--- src/rtl/core_ctrl.sv ---
// core_ctrl: multi-cycle FETCH/DECODE/EXEC/MEM/WB sequencer for the RV32I core.
// Owns pc and the instruction register; every control output is a registered Moore output.
module core_ctrl #(
    parameter logic [31:0] RESET_PC = 32'h0000_0000
) (
    input  logic        clk,
    input  logic        reset,
    output logic        imem_req,
    input  logic        imem_ready,
    input  logic [31:0] imem_rdata,
    output logic [31:0] pc,
    output logic [31:0] instr,
    input  logic [6:0]  opcode,
    input  logic [2:0]  func3,
    input  logic [31:0] target,
    input  logic        br_taken,
    output logic        dmem_req,
    output logic        dmem_we,
    input  logic        dmem_ready,
    output logic        rf_we,
    output logic [1:0]  wb_sel,
    output logic        alu_b_sel,
    output logic        retire,
    output logic [31:0] instret,
    output logic        illegal,
    output logic [2:0]  state
);

    // state  | meaning
    // FETCH  | imem_req high, waiting for imem_ready; pc is the fetch address
    // DECODE | decoder settles on instr, class latched, illegal opcodes trapped
    // EXEC   | ALU operates; branches resolve and retire here
    // MEM    | dmem_req high, waiting for dmem_ready
    // WB     | rf_we high, pc advanced or redirected, instruction retires
    // HALT   | fault; everything idle until reset
    typedef enum logic [2:0] {
        S_FETCH  = 3'd0,
        S_DECODE = 3'd1,
        S_EXEC   = 3'd2,
        S_MEM    = 3'd3,
        S_WB     = 3'd4,
        S_HALT   = 3'd5
    } state_t;

    typedef enum logic [3:0] {
        C_R, C_IALU, C_LOAD, C_STORE, C_BRANCH,
        C_JAL, C_JALR, C_LUI, C_AUIPC, C_ILL
    } cls_t;

    typedef struct packed {
        logic       imem_req;
        logic       dmem_req;
        logic       dmem_we;
        logic       rf_we;
        logic [1:0] wb_sel;
        logic       alu_b_sel;
    } ctl_t;

    localparam logic [31:0] NOP = 32'h0000_0013;

    state_t      st;
    cls_t        cls;
    ctl_t        ctl_q;
    logic [31:0] pc_inc;
    logic        tgt_misaligned;
    logic        unused_func3;

    assign state          = st;
    assign pc_inc         = pc + 32'd4;
    assign tgt_misaligned = (target[1:0] != 2'b00);
    // func3 goes straight from the decoder to the memory as access size
    assign unused_func3   = ^func3;

    assign imem_req  = ctl_q.imem_req;
    assign dmem_req  = ctl_q.dmem_req;
    assign dmem_we   = ctl_q.dmem_we;
    assign rf_we     = ctl_q.rf_we;
    assign wb_sel    = ctl_q.wb_sel;
    assign alu_b_sel = ctl_q.alu_b_sel;

    function automatic cls_t classify(input logic [6:0] op);
        cls_t c;
        case (op)
            7'b0110011: c = C_R;
            7'b0010011: c = C_IALU;
            7'b0000011: c = C_LOAD;
            7'b0100011: c = C_STORE;
            7'b1100011: c = C_BRANCH;
            7'b1101111: c = C_JAL;
            7'b1100111: c = C_JALR;
            7'b0110111: c = C_LUI;
            7'b0010111: c = C_AUIPC;
            default:    c = C_ILL;
        endcase
        return c;
    endfunction

    function automatic logic uses_imm(input cls_t c);
        return (c == C_IALU) || (c == C_LOAD) || (c == C_STORE) ||
               (c == C_JALR) || (c == C_LUI)  || (c == C_AUIPC);
    endfunction

    // Operand B stays selected through MEM and WB so the address / result stays valid.
    function automatic ctl_t ctl_for(input state_t s, input cls_t c);
        ctl_t o;
        o = '0;
        case (s)
            S_FETCH: o.imem_req = 1'b1;
            S_EXEC:  o.alu_b_sel = uses_imm(c);
            S_MEM: begin
                o.dmem_req  = 1'b1;
                o.dmem_we   = (c == C_STORE);
                o.alu_b_sel = uses_imm(c);
            end
            S_WB: begin
                o.rf_we     = 1'b1;
                o.alu_b_sel = uses_imm(c);
                if (c == C_LOAD)
                    o.wb_sel = 2'b01;
                else if ((c == C_JAL) || (c == C_JALR))
                    o.wb_sel = 2'b10;
                else
                    o.wb_sel = 2'b00;
            end
            default: o = '0;
        endcase
        return o;
    endfunction

    always_ff @(posedge clk) begin
        if (reset) begin
            st      <= S_FETCH;
            cls     <= C_IALU;
            pc      <= RESET_PC;
            instr   <= NOP;
            illegal <= 1'b0;
            instret <= 32'd0;
            retire  <= 1'b0;
            ctl_q   <= ctl_for(S_FETCH, C_IALU);
        end else begin
            retire <= 1'b0;
            case (st)
                S_FETCH: begin
                    if (imem_ready) begin
                        instr <= imem_rdata;
                        st    <= S_DECODE;
                        ctl_q <= ctl_for(S_DECODE, cls);
                    end
                end
                S_DECODE: begin
                    cls <= classify(opcode);
                    if (classify(opcode) == C_ILL) begin
                        illegal <= 1'b1;
                        st      <= S_HALT;
                        ctl_q   <= ctl_for(S_HALT, C_ILL);
                    end else begin
                        st    <= S_EXEC;
                        ctl_q <= ctl_for(S_EXEC, classify(opcode));
                    end
                end
                S_EXEC: begin
                    case (cls)
                        C_LOAD, C_STORE: begin
                            st    <= S_MEM;
                            ctl_q <= ctl_for(S_MEM, cls);
                        end
                        C_BRANCH: begin
                            if (br_taken && tgt_misaligned) begin
                                illegal <= 1'b1;
                                st      <= S_HALT;
                                ctl_q   <= ctl_for(S_HALT, cls);
                            end else begin
                                pc      <= br_taken ? target : pc_inc;
                                retire  <= 1'b1;
                                instret <= instret + 32'd1;
                                st      <= S_FETCH;
                                ctl_q   <= ctl_for(S_FETCH, cls);
                            end
                        end
                        C_JAL, C_JALR: begin
                            // A misaligned jump never reaches a live WB: no rf_we, no retire.
                            if (tgt_misaligned) begin
                                illegal <= 1'b1;
                                st      <= S_HALT;
                                ctl_q   <= ctl_for(S_HALT, cls);
                            end else begin
                                st    <= S_WB;
                                ctl_q <= ctl_for(S_WB, cls);
                            end
                        end
                        default: begin
                            st    <= S_WB;
                            ctl_q <= ctl_for(S_WB, cls);
                        end
                    endcase
                end
                S_MEM: begin
                    if (dmem_ready) begin
                        if (cls == C_STORE) begin
                            pc      <= pc_inc;
                            retire  <= 1'b1;
                            instret <= instret + 32'd1;
                            st      <= S_FETCH;
                            ctl_q   <= ctl_for(S_FETCH, cls);
                        end else begin
                            st    <= S_WB;
                            ctl_q <= ctl_for(S_WB, cls);
                        end
                    end
                end
                S_WB: begin
                    pc      <= ((cls == C_JAL) || (cls == C_JALR)) ? target : pc_inc;
                    retire  <= 1'b1;
                    instret <= instret + 32'd1;
                    st      <= S_FETCH;
                    ctl_q   <= ctl_for(S_FETCH, cls);
                end
                S_HALT: begin
                    st    <= S_HALT;
                    ctl_q <= ctl_for(S_HALT, cls);
                end
                default: begin
                    illegal <= 1'b1;
                    st      <= S_HALT;
                    ctl_q   <= ctl_for(S_HALT, cls);
                end
            endcase
        end
    end

endmodule

--- config.mk ---
export PLATFORM = sky130hd
export DESIGN_NAME = core_ctrl
export DESIGN_NICKNAME = d
export VERILOG_FILES = /design/src/rtl/core_ctrl.sv
export SDC_FILE = /design/constraint.sdc
export NUM_CORES = 1
export LEC_CHECK = 0
export BUFFER_PORTS_ARGS = -buffer_cell sky130_fd_sc_hd__buf_4
export CAP_MARGIN = 20
export CORE_ASPECT_RATIO = 0.6
export CORE_MARGIN = 10
export CORE_UTILIZATION = 35
export DETAILED_ROUTE_END_ITERATION = 10
export PLACE_DENSITY = 0.59
export SLEW_MARGIN = 10
export SYNTH_ARGS = -nofsm -noshare
export SYNTH_HDL_FRONTEND = slang
export SYNTH_SLANG_ARGS = --single-unit
--- constraint.sdc ---
create_clock -name clk -period 3.1 [get_ports clk]
set_clock_uncertainty 0.15 [all_clocks]
set_input_delay 0.155 -clock clk [delete_from_list [all_inputs] [get_ports clk]]
set_output_delay 0.155 -clock clk [all_outputs]
set_load 0.03 [all_outputs]
* Word-level counts from Yosys, hierarchy flattened *
Index checks and enable logic that the tools add are counted.

storage, ports and cells
  word-level logic and storage cells = 122
  bits in registers = 112
  output and inout bits = 108

cells by class
  mux-type cells = 46
  bitwise gates (word level) = 1
  equal/unequal tests = 38
  reductions and logical operators = 22
  $add $sub $neg = 2

operator list
  cell                                                                    number
  32-bit two-way mux                                                      10
  32-bit case mux with 3 select lines                                     2
  4-bit case mux with 9 select lines                                      1
  7-bit case mux with 5 select lines                                      1
  32-bit by 1-bit adder with 32-bit output (second input constant)        1
  32-bit by 3-bit adder with 32-bit output (second input constant)        1
  7-bit two-way mux                                                       4
  4-bit by 3-bit equality test with 1-bit output (second input constant)  6
  4-bit two-way mux                                                       6
  7-bit by 6-bit equality test with 1-bit output (second input constant)  3
  7-bit equality test (second input constant)                             3
  7-bit case mux with 3 select lines                                      1
  4-bit by 2-bit equality test with 1-bit output (second input constant)  4
  3-bit two-way mux                                                       5
  3-bit case mux with 5 select lines                                      1
  7-bit by 5-bit equality test with 1-bit output (second input constant)  2
  4-bit equality test (second input constant)                             3
  1-bit logical OR                                                        11
  2-bit inequality test (second input constant)                           5
  5-bit AND reduction                                                     2
  1-bit two-way mux                                                       9
  3-bit case mux with 3 select lines                                      1
  4-bit by 1-bit equality test with 1-bit output (second input constant)  2
  7-bit by 2-bit equality test with 1-bit output (second input constant)  1
  other kinds (17)                                                        24

* Longest topological paths before layout *
  depth after elaboration = 16
  gate-level depth with buffers = 9
  depth with buffers taken out = 7

* Worst setup path before layout *
Ideal clock, no wire load.

  path kind = flip-flop to flip-flop
  from = reg pc[2]
  to = reg pc[26]
  period minus slack after synthesis = 2234 ps
  path buffers = 0
  arrival = 1999 ps
  required time = 2864 ps
  setup slack = 866 ps
  cell stages (with the launch flop) = 8
  path through = dfxtp_1 -> ha_1 -> nand3_1 -> nor4_2 -> and2_1 -> a21o_1 -> a21oi_1 -> a211oi_1

between the ends
  word-level cells in the longest chain between the ends = 5

ends and longest elaborated chain
  element                                     line  RTL
  from (decl)                                 11    output logic [31:0] pc,
  from (signal assigned)                      173   pc <= br_taken ? target : pc_inc;
  from (signal assigned)                      200   pc <= pc_inc;
  from (signal assigned)                      212   pc <= ((cls == C_JAL) || (cls == C_JALR)) ? target : pc_inc;
  32-bit by 3-bit adder with 32-bit output *  69    assign pc_inc = pc + 32'd4;
  32-bit two-way mux                          173
  32-bit two-way mux                          168   if (br_taken && tgt_misaligned) begin
  32-bit two-way mux                          162   case (cls)
  32-bit case mux with 3 select lines *       142   case (st)

Every way passes the cells marked *; elsewhere a longest branch is shown, timed or not. The select of a mux whose other input is x is not followed.
A chain may end at the register's enable or synchronous reset.

* Worst setup path after layout *
  from = in target[1]
  to = reg pc[2]

between the ends
  word-level cells in the longest chain between the ends = 4

ends and longest elaborated chain
  element                                 line  RTL
  from (decl)                             15    input logic [31:0] target,
  2-bit nonzero test                      70    assign tgt_misaligned = (target[1:0] != 2'b00);
  1-bit logical AND                       168
  2-bit inequality test (no source line)  --
  5-bit AND reduction (no source line)    --

Every way passes these cells.

==> flow_summary.ini <==
[layout]
n_antenna_cell = 0
drive_above_1_share_pct = 24.97
final_nets = 1017
syn_to_final_growth_pct = 40.66
multiInputGateArea_mm2 = 0.003179
nFillCells = 1481
regArea_mm2 = 0.002242
fin_cells = 1144

[outcome]
run_status = finished, final reports clean

[placed_design]
globalplace.congestion = 0.8489
port_buffers = 183
place_inst = 1086
hpwlAfterDp_um = 13650

[floorplan]
dieHeight_um = 118.6
rows = 35
start_util_pct = 36.28
die_area_mm2 = 0.02186
dieWidth_um = 184.3
core_area_mm2 = 0.01563
ios = 187

[pwr]
ir_drop_uv = 389.9
power.share.combinational_pct = 31.0
powerDensity_mw_per_mm2 = 532.2
switching_share_pct = 36.34
seq_power_share_pct = 39.5
p_leak_uw = 0.003205
clock_power_share_pct = 29.5
internal_power_uw = 2703
total_power_uw = 4246
p_switching_uw = 1543

[drt]
avgViaCountPerCell = 5.202
ant_nets = 0
dr_total_vias = 5951
dr.pass1.iters = 4
drcViolationCount = 0
wire_per_inst_um = 16.88
drt_iter0_drc = 392
drt_wl_total_um = 19310

[cts]
clockBufferDepth = 2
cts.clk_slew.worst_paths_ns = 0.09
clkLatencyLatePin_ns = 0.35
cts_buffers = 9
clock_sinks = 112
htree_levels = 3
cts_root_buf = clkbuf_16
cts_tree = yes
postCtsSetupBuffers = 0

[synth]
ys_seq_area_share_pct = 39.53
yosys.cell_count.top_type = nand2_1
async_flop_share_pct = 0
synth_ff_type = dfxtp_1
synth-seq-cells = 112
yosysTopAreaCell = dfxtp_1
synth_nets = 818
yosys-top-cells-area = dfxtp_1, nand2_1, a21oi_1
synth-edff-count = 0
synth_area_mm2 = 0.005672
ys_types = 68
netlist_instances = 737
synth_top_area_share_pct = 39.53
synth_warnings = 0
synth_common_cells = nand2_1, dfxtp_1, a21oi_1
syn_avg_cell_area_um2 = 7.696

[timing]
hold_viol = 0
fin_setup_tns_ns = 0
setup_violations = 0
timing.hold.ws_ns = 0.008757
fin_crit_ns = 2.666
rsz0062_at_grt = false
max_slew_margin_pct = 51.75
finalCritPeriodShare_pct = 86.01
tightest_slew_ns = 0.7211
clock.fmax_mhz = 375.1
report.final.slew_viol_count = 0

[critical_path]
path_delay_family = buffers and inverters
reg2reg_from = state[0]
cp-start-kind = input port
required_ns = 3.17
path_max_fanout = 23
crit_slowest_cell = dlygate4sd3_1
worst_setup_path_end_kind = flop
arrival_ns = 2.73
cp.buffers_inverters = 3
cp_cell_sequence = dlygate4sd3_1 > buf_4 > o21ai_0 > nand4_1 > a21oi_2 > or2_2 > buf_12 > mux2i_1 > a21oi_1
cp-startpoint = target[1]
max_stage_delay_ns = 0.55
worstSetupPathType = input port to flop

[global_route]
grt_pass1_vias = 5553
antenna_found_initial = 0
track_usage_pct = 16.75
grt_overflow_total = 0
grt_max_degree = 106
grt_pass1_wl_um = 30620

[worst_hold_path]
min_from = target[24]
holdCritPathClass = input port to flop

[job]
max_cap_viol_count = 0
## what timing repair did
action / 4_1_cts / 5_1_grt
endpoints found under the setup margin: 0 / 0
hold buffers: 42 / 0
endpoints found under the hold margin: 42 / 0
resized for setup: 0 / 0
## final cells by class
| type | instances | area share [%] |
|---|---|---|
| Multi-Input combinational cell | 564 | 39.85 |
| Sequential cell | 112 | 28.11 |
| Timing Repair Buffer | 240 | 24.53 |
| Tap cell | 203 | 3.184 |
| Clock buffer | 9 | 2.823 |
| Clock inverter | 7 | 1.082 |
| Inverter | 9 | 0.4235 |
## kinds of logic after synthesis
| family | Yosys count | synth area share, % |
|---|---|---|
| simple gates | 315 | 27.58 |
| buf+inv | 61 | 4.567 |
| fa+ha+maj | 3 | 0.6176 |
| flops | 112 | 39.53 |
| mux | 5 | 0.8825 |
| compound gates | 215 | 22.81 |
| xor+xnor | 26 | 4.015 |
## power groups by stage
stage	clock [µW]	combinational, µW	sequential (µW)
floorplan	0	593	1900
global placement	0	1270	1710
detailed placement	0	1270	1710
CTS	1280	1320	1680
global route	1320	1440	1700
finish	1250	1320	1680
## sequential cells by signal, indices dropped and copies added (netlist names)
register   count
instret       32
instr         32
rf_we          1
imem_req       1
cls            4
state          3
alu_b_sel      1
pc            32
wb_sel         2
illegal        1
dmem_we        1
retire         1
dmem_req       1
## metrics by stage
| step | worst slack [ns] | cell area, µm² | util, % |
|---|---|---|---|
| global placement | 0.5721 | 7246 | 46.35 |
| floorplan | 0.8655 | 5672 | - |
| global route | 0.2990 | 7978 | 51.03 |
| detailed placement | 0.5187 | 7246 | 46.35 |
| finish | 0.4337 | 7978 | 51.03 |
| CTS | 0.5018 | 7978 | 51.03 |
## cells in the final DEF (no fill, tap or decap), types with 11 or more instances in the layout
| cell | netlist | routed |
|---|---|---|
| nand2_1 | 122 | 122 |
| o21ai_0 | 62 | 62 |
| a21oi_1 | 82 | 81 |
| nor2_1 | 59 | 59 |
| dlygate4sd3_1 | 0 | 42 |
| o2111ai_1 | 15 | 15 |
| nand3_1 | 22 | 22 |
| or3_1 | 16 | 16 |
| dfxtp_1 | 112 | 112 |
| nand4_1 | 12 | 12 |
| and2_1 | 12 | 12 |
| nor3_1 | 19 | 19 |
| a211oi_1 | 11 | 11 |
| buf_4 | 2 | 194 |
| xor2_1 | 23 | 23 |
## worst min-delay path, cell delays in order
cell	delay, ns
buf_4	0.11
o21ai_0	0.14
a211oi_1	0.06
## routing by layer
layer | vias up | track usage, % | share of wire, %
li1 | 3025 | - | -
met2 | 191 | 24.02 | 43
met1 | 2729 | 23.71 | 48
met5 | - | 0 | 0
met4 | 0 | 1.988 | 0.28
met3 | 6 | 6.179 | 8.7
## final timing paths
check	end	cells after the start	slack (ns)
min	pc[24]	3	0.009
max reg2reg	pc[2]	7	0.49
min reg2reg	imem_req	2	0.30
max	pc[2]	9	0.43
(Power assumes the default switching activity.)
